## src/rtl/stack_sequencer.sv

```systemverilog
// Stack push/pop sequencer: walks push (low->high) then pop (high->low) masks,
// one word-sized bus transaction per set slot, tracking SP modulo 2^ADDR_W.

module stack_seq_pick #(
  parameter int W          = 16,
  parameter int SW         = 4,
  parameter bit HIGH_FIRST = 1'b0
) (
  input  logic [W-1:0]  bits,
  output logic [SW-1:0] idx,
  output logic [W-1:0]  onehot
);
  // Last match in scan order wins, so the scan direction selects the priority end.
  always_comb begin
    idx = '0;
    for (int i = 0; i < W; i++) begin
      if (HIGH_FIRST) begin
        if (bits[i]) idx = SW'(i);
      end else begin
        if (bits[W-1-i]) idx = SW'(W-1-i);
      end
    end
    onehot = (bits == '0) ? '0 : (W'(1) << idx);
  end
endmodule

module stack_sequencer #(
  parameter int              MASK_W       = 16,
  parameter int              ADDR_W       = 16,
  parameter int              WORD_BYTES   = 2,
  parameter logic [MASK_W-1:0] DISCARD_MASK = MASK_W'('h20),
  localparam int             SLOT_W       = (MASK_W > 1) ? $clog2(MASK_W) : 1
) (
  input  logic              clk,
  input  logic              reset,
  input  logic              start,
  input  logic [MASK_W-1:0] push_mask,
  input  logic [MASK_W-1:0] pop_mask,
  input  logic [ADDR_W-1:0] sp_in,
  output logic              busy,
  output logic              done,
  output logic              bus_req,
  output logic              bus_write,
  output logic [ADDR_W-1:0] bus_addr,
  input  logic              bus_ack,
  output logic [SLOT_W-1:0] slot_idx,
  output logic              rd_valid,
  output logic [ADDR_W-1:0] sp_out,
  output logic              sp_wr
);
  localparam logic [ADDR_W-1:0] STEP = ADDR_W'(WORD_BYTES);

  typedef enum logic [1:0] {IDLE, PUSH, POP, FIN} state_t;

  state_t              state, state_n;
  logic [MASK_W-1:0]   rem_push, rem_push_n, rem_pop, rem_pop_n;
  logic [ADDR_W-1:0]   sp_cur, sp_n;
  logic [SLOT_W-1:0]   push_idx, pop_idx;
  logic [MASK_W-1:0]   push_oh, pop_oh;

  stack_seq_pick #(.W(MASK_W), .SW(SLOT_W), .HIGH_FIRST(1'b0)) u_pick_push (
    .bits(rem_push), .idx(push_idx), .onehot(push_oh)
  );
  stack_seq_pick #(.W(MASK_W), .SW(SLOT_W), .HIGH_FIRST(1'b1)) u_pick_pop (
    .bits(rem_pop), .idx(pop_idx), .onehot(pop_oh)
  );

  always_ff @(posedge clk or posedge reset) begin
    if (reset) begin
      state    <= IDLE;
      rem_push <= '0;
      rem_pop  <= '0;
      sp_cur   <= '0;
    end else begin
      state    <= state_n;
      rem_push <= rem_push_n;
      rem_pop  <= rem_pop_n;
      sp_cur   <= sp_n;
    end
  end

  // Bus outputs decode only registered state, so they hold steady until acked.
  always_comb begin
    state_n    = state;
    rem_push_n = rem_push;
    rem_pop_n  = rem_pop;
    sp_n       = sp_cur;
    busy       = 1'b0;
    done       = 1'b0;
    bus_req    = 1'b0;
    bus_write  = 1'b0;
    bus_addr   = '0;
    slot_idx   = '0;
    rd_valid   = 1'b0;
    sp_out     = '0;
    case (state)
      IDLE: begin
        if (start) begin
          rem_push_n = push_mask;
          rem_pop_n  = pop_mask;
          sp_n       = sp_in;
          if (push_mask != '0)     state_n = PUSH;
          else if (pop_mask != '0) state_n = POP;
          else                     state_n = FIN;
        end
      end
      PUSH: begin
        busy      = 1'b1;
        bus_req   = 1'b1;
        bus_write = 1'b1;
        bus_addr  = sp_cur - STEP;
        slot_idx  = push_idx;
        if (bus_ack) begin
          sp_n       = sp_cur - STEP;
          rem_push_n = rem_push & ~push_oh;
          if (rem_push_n == '0) state_n = (rem_pop != '0) ? POP : FIN;
        end
      end
      POP: begin
        busy     = 1'b1;
        bus_req  = 1'b1;
        bus_addr = sp_cur;
        slot_idx = pop_idx;
        if (bus_ack) begin
          rd_valid  = ~DISCARD_MASK[pop_idx];
          sp_n      = sp_cur + STEP;
          rem_pop_n = rem_pop & ~pop_oh;
          if (rem_pop_n == '0) state_n = FIN;
        end
      end
      FIN: begin
        busy    = 1'b1;
        done    = 1'b1;
        sp_out  = sp_cur;
        state_n = IDLE;
      end
      default: state_n = IDLE;
    endcase
    sp_wr = done;
  end
endmodule
```

## config.mk

```make
export PLATFORM = sky130hd
export DESIGN_NAME = stack_sequencer
export DESIGN_NICKNAME = d
export VERILOG_FILES = /design/src/rtl/stack_sequencer.sv
export SDC_FILE = /design/constraint.sdc
export NUM_CORES = 1
export LEC_CHECK = 0
export ABC_CLOCK_PERIOD_IN_PS = 4100
export CORE_MARGIN = 3
export CORE_UTILIZATION = 57
export DETAILED_ROUTE_END_ITERATION = 8
export PLACE_DENSITY_LB_ADDON = 0.3
export SLEW_MARGIN = 30
export SYNTH_ARGS = -nofsm -noshare
export SYNTH_HDL_FRONTEND = slang
export SYNTH_SLANG_ARGS = --single-unit
```

## constraint.sdc

```tcl
create_clock -name clk -period 4.1 [get_ports clk]
set_input_delay 0.615 -clock clk [delete_from_list [all_inputs] [get_ports clk]]
set_output_delay 0.615 -clock clk [all_outputs]
set_load 0.05 [all_outputs]
```

; Yosys cells after proc, flatten, opt, wreduce, memory -nomap -nowiden
; Memories as Yosys holds them, arrays and structs flattened.
; Index checks and enable logic that the tools add are counted.
[totals]
register_bits = 50
memories = 1
rom_bits = 16
elab_cells = 102
output_inout_bits = 42
inputBits = 52
[memory_table]
columns = memory, depth, word_bits, rd, rd_ports_with_merged_regs, wr, line
row1 = (no name shown), 16, 1, 1, 0, 0, 125  ; rd_valid = ~DISCARD_MASK[pop_idx];
[op_classes]
n_mux = 62
shifts = 2
addsub = 2
n_lt_le_gt_ge = 1
n_reduce_logical = 17
n_bitwise = 5
eq_ne = 8
[op_table]
columns = operator, n
row1 = two-way mux 16 bit, 10
row2 = two-way mux 4 bit, 24
row3 = one-hot mux 16 bit (2 select lines), 3
row4 = zero test 16 bit, 4
row5 = one-hot mux 16 bit (3 select lines), 1
row6 = nonzero test 16 bit, 3
row7 = bitwise AND 16 bit, 2
row8 = NOT 16 bit, 2
row9 = "left shift 1 x 4 -> 16 bit, first input constant", 2
row10 = "adder 16 x 2 -> 16 bit, second input constant", 1
row11 = two-way mux 2 bit, 8
row12 = "subtractor 16 x 2 -> 16 bit, second input constant", 1
row13 = two-way mux 3 bit, 4
row14 = two-way mux 1 bit, 10
row15 = "inequality test 2 bit, second input constant", 5
row16 = one-hot mux 2 bit (4 select lines), 1
row17 = one-hot mux 4 bit (2 select lines), 1
row18 = AND reduction 3 bit, 2
row19 = "< comparator 4 x 5 -> 1 bit, second input constant", 1
row20 = AND reduction 5 bit, 1
row21 = "equality test 2 bit, second input constant", 2
row22 = AND reduction 4 bit, 1
row23 = nonzero test 2 bit, 2
row24 = nonzero test 3 bit, 1
row25 = other kinds (5), 5

; Depth between registers and ports, before layout
[depth]
ltp_word = 24
mapped_depth = 11
mapped_depth_nobuf = 10

; Modules after synthesis
; A second synthesis with hierarchy kept.
[hier_totals]
hier_cells = 599
hier_area_um2 = 4486.8
[by_module_without_submodules]
columns = module, area_per_inst_um2, seq_area_each_um2, cells_each, instances
row1 = stack_sequencer, 3751.1, 1251.2, 473, 1
row2 = stack_seq_pick (u_pick_push), 389.1, 0.0, 68, 1
row3 = stack_seq_pick (u_pick_pop), 346.6, 0.0, 58, 1

; Worst setup path before layout
; OpenSTA, ideal clock, no wires.
[synth_timing]
path_kind = reg2out
startpoint = reg state[1]
endpoint = out bus_addr[6]
path_stages_with_launch = 8
slack_ns = 0.338
arrival_time_ns = 3.147
required_ns = 3.485
n_path_buf = 3
path_cell_list = dfrtp_1 inv_1 ha_1 buf_2 clkbuf_1 buf_1 a21oi_1 a211oi_1
[synth_between]
elab_chain_len = 2
elab_cells_between_ends = 3
classes_between = eq/ne: 2 / mux: 1
[synth_rtl]
columns = element, line
row1 = "start, declared", 55  ; state_t state, state_n;
row2 = "start signal, assigned", 75  ; state <= state_n;
row3 = equality test 2 bit or equality test 2 x 1 -> 1 bit (tied branches), 96  ; case (state)
row4 = one-hot mux 16 bit (2 select lines) (*), 96
row5 = "end, declared", 44  ; output logic [ADDR_W-1:0] bus_addr,
; Mark *: on every way between the ends. The rest lies on a longest branch, timed or not.

; Worst setup path in the final report
[layout_timing]
startpoint = reg sp_cur[1]
endpoint = out bus_addr[15]
[layout_between]
elab_chain_len = 2
[layout_rtl]
columns = element, line
row1 = "start, declared", 57  ; logic [ADDR_W-1:0] sp_cur, sp_n;
row2 = "start signal, assigned", 78  ; sp_cur <= sp_n;
row3 = subtractor 16 x 2 -> 16 bit, 111  ; bus_addr = sp_cur - STEP;
row4 = one-hot mux 16 bit (2 select lines), 96
; Every way passes these cells.

==> summary.txt <==
Run status
  – Outcome: finished clean

Clocking
  – # clock sinks: 50
  – CTS root buffer: clkbuf_8
  – Clk buf depth: 2
  – Setup bufs post-CTS: 0
  – Post-CTS Hold Fix Bufs: 0
  – Htree depth: 2
  – Clock slew at reported path FFs: 0.09 ns
  – Clk_lat worst skew: 0.30 ns
  – CTS Buf Count: 5
  – Resized cells post-CTS: 0
  – CTS tree: done

Logic synthesis
  – Synth area leaders: dfrtp_1 28%, nand2_1 7.3%, o21ai_0 6.7%, a21oi_1 5.7%, nor2_1 5.0%
  – Post-Synthesis Cell Area: 0.00453 mm²
  – Post-Syn Instances: 619
  – Yosys top cell by area: dfrtp_1
  – Yosys cell types: 74
  – Async set-reset flop share out of synthesis: 100%
  – EDFF count, synth: 0
  – Syn_area_per_cell: 7.32 µm²
  – Share of the yosys chip area belonging to registers: 27.6%
  – Share of the synthesized area in the top cell type: 27.6%
  – Synthesis Warnings: 0
  – #FFs+latches synth: 50
  – Top_reg_cell synth: dfrtp_1
  – Synth Net Count: 678

Final layout
  – Ant diodes: 0
  – Layout Nets: 742
  – Fin area: 0.00552 mm²
  – Layout cells sized above 1: 6.88%
  – Area Overhead vs Synth: 21.8%
  – # fillers: 597

Pwr
  – Sw power: 0.00303 W
  – Clk pwr share: 5.3%
  – Maximum vdd ir drop: 0.615 mV
  – Power Dens Cells: 946 mW/mm²
  – Switching Fraction: 58.1%
  – Comb pwr share: 71.5%
  – Flop pwr share: 23.2%
  – Pint: 0.00219 W
  – Lkg Pwr: 2.20 nW

Floorplanning
  – Starting density of the core: 60.6%
  – Die X: 95.2 µm
  – I/O pin total: 94
  – Die Height: 95.2 µm
  – Core box area: 0.00749 mm²
  – Row count: 31
  – Total die area: 0.00906 mm²

Global route
  – Initial antenna violation count: 0
  – First-pass GRT wire length: 23600 µm
  – Remaining global-route overflow: 0
  – GR Util All Layers: 32.5%
  – Largest net degree at the start of global routing: 51
  – Number of global-route vias before repair: 4835

Routing
  – DR DRC count: 0
  – Via count: 5075
  – Final wirelength: 14500 µm
  – Routed Antenna Nets: 0
  – Initial DRC count: 471
  – Post-DR wirelength/cell: 18.6 µm
  – TritonRoute pass-1 iters: 5
  – Vias per cell: 6.49

Critical path
  – Crit Path Max Fanout: 5
  – CP Launch Type: register
  – CP max stage delay: 0.85 ns
  – CP required: 3.48 ns
  – CP endpoint kind: output port
  – Arrival time worst endpoint: 3.27 ns
  – Critical path class: register to output port
  – Crit path cell chain: inv_1 -> ha_1 -> nor3b_1 -> nand3_1 -> nor4b_1 -> xor2_1 -> nand2_1 -> a21oi_1 -> clkdlybuf4s50_1
  – CP max-delay cell: clkdlybuf4s50_1

Placed design
  – Placer Congestion: 1.01
  – Pre-CTS setup slack: 0.611 ns
  – Detailed placement HPWL: 10900 µm
  – Placed cell areas: 0.00545 mm²
  – Port Buffers: 93

Hold path
  – Min-Delay Path Class: register to register

Timing
  – Final hold violations: 0
  – Unrepaired setup endpoints after global routing: false
  – Final period demand of the worst path: 3.88 ns
  – Max Fclk: 258 MHz
  – Period utilization: 94.7%
  – Slew of the pin with the lowest slew margin: 0.750 ns
  – Max Slew Vio Count: 0
  – Hold_ws: 0.524 ns
  – Final WS setup: 0.219 ns
  – Post-route setup TNS: 0 ns
  – Slew HR: 50.0%
  – Final-report setup violation count: 0
  – Clock Skews: 0.00866 ns

Flow run
  – Max_cap viols: 0
==> final cells by class <==
type	count	area [µm²]	share of cell area [%]
tap	99	124	2.24
timing repair buffer	102	983	17.8
inverter	23	88.8	1.61
sequential	50	1250	22.7
multi-input combinational	501	3000	54.3
clock buffer	7	76.3	1.38
==> metrics by stage <==
stage | util (%) | power (W) | std cells
after floorplan | - | 0.00387 | 619
after global placement | 72.7 | 0.00479 | 775
after detailed placement | 72.7 | 0.00486 | 775
after CTS | 73.8 | 0.00516 | 782
after global routing | 73.8 | 0.00561 | 782
final | 73.8 | 0.00522 | 782
==> sequential cells by signal (all words and copies together), names as in the netlist <==
| register | flops |
|---|---|
| rem_push | 16 |
| sp_cur | 16 |
| rem_pop | 16 |
| state | 2 |
==> critical path, delay by kind of cell, from the launching register on <==
kind                       cells  cell delay [ns]
xor gates and xnor gates       1             0.17
adders and majority gates      1             0.24
buffers and inverters          2             0.94
AOI/OAI and AO/OA              1             0.16
DFF                            1             0.39
and+or+nand+nor                4             1.06
==> synthesized netlist by cell type (7+ instances only) <==
master,instances
and2_1,24
nor3_1,19
a22o_1,20
o21ai_0,61
inv_1,22
clkbuf_1,34
xnor2_1,9
nor2_1,60
nand3_1,10
ha_1,7
nand2_1,88
a21oi_1,52
o31ai_1,7
nor4_1,17
dfrtp_1,50
==> per-layer routing <==
| layer | vias to the layer above | global-route usage, % | wire length [µm] |
|---|---|---|---|
| met5 | - | 0 | 0 |
| met4 | 0 | 9.38 | 271 |
| met3 | 28 | 5.68 | 1370 |
| met2 | 309 | 53.1 | 6940 |
| met1 | 2374 | 44.0 | 5960 |
| li1 | 2364 | - | - |
==> cells in the final DEF, fill, tap and decap left out, types with 15 or more instances in the layout <==
master,instances
nand2_1,88
clkdlybuf4s50_1,87
o21ai_0,61
nor2_1,60
a21oi_1,52
dfrtp_1,50
and2_1,24
inv_1,21
a22o_1,20
nor3_1,19
nor4_1,17
buf_4,15
==> kinds of logic (layout without fill, tap and decap cells) <==
group | count (synthesis) | count (layout) | synth area share (%)
compound gates | 197 | 197 | 28.7
flops | 50 | 50 | 27.6
fa+ha+maj | 9 | 9 | 2.37
mux | 6 | 6 | 1.44
xor+xnor | 15 | 15 | 2.90
buf+inv | 68 | 132 | 6.27
simple gates | 274 | 274 | 30.7
==> power by group through the flow <==
stage | registers, W | clock network (W) | logic, W
2_1_floorplan | 0.000921 | 0 | 0.00295
3_3_place_gp | 0.00118 | 0 | 0.00361
3_5_place_dp | 0.00119 | 0 | 0.00367
4_1_cts | 0.00118 | 0.000289 | 0.00368
5_1_grt | 0.00125 | 0.000301 | 0.00406
6_report | 0.00121 | 0.000278 | 0.00373
==> final timing paths <==
path / startpoint / cells past startpoint / end / slack, ns
setup / recovery: sp_cur[1] / 9 / bus_addr[15] / 0.22
hold / removal: sp_cur[0] / 2 / sp_cur[0] / 0.52
setup reg to reg: state[0] / 11 / state[0] / 1.18
hold reg to reg: sp_cur[0] / 2 / sp_cur[0] / 0.52
max in group asynchronous: reset / 2 / state[0] / 2.92
min in group asynchronous: reset / 2 / rem_pop[11] / 0.76
No activity file was read; power rests on OpenSTA's default activity.
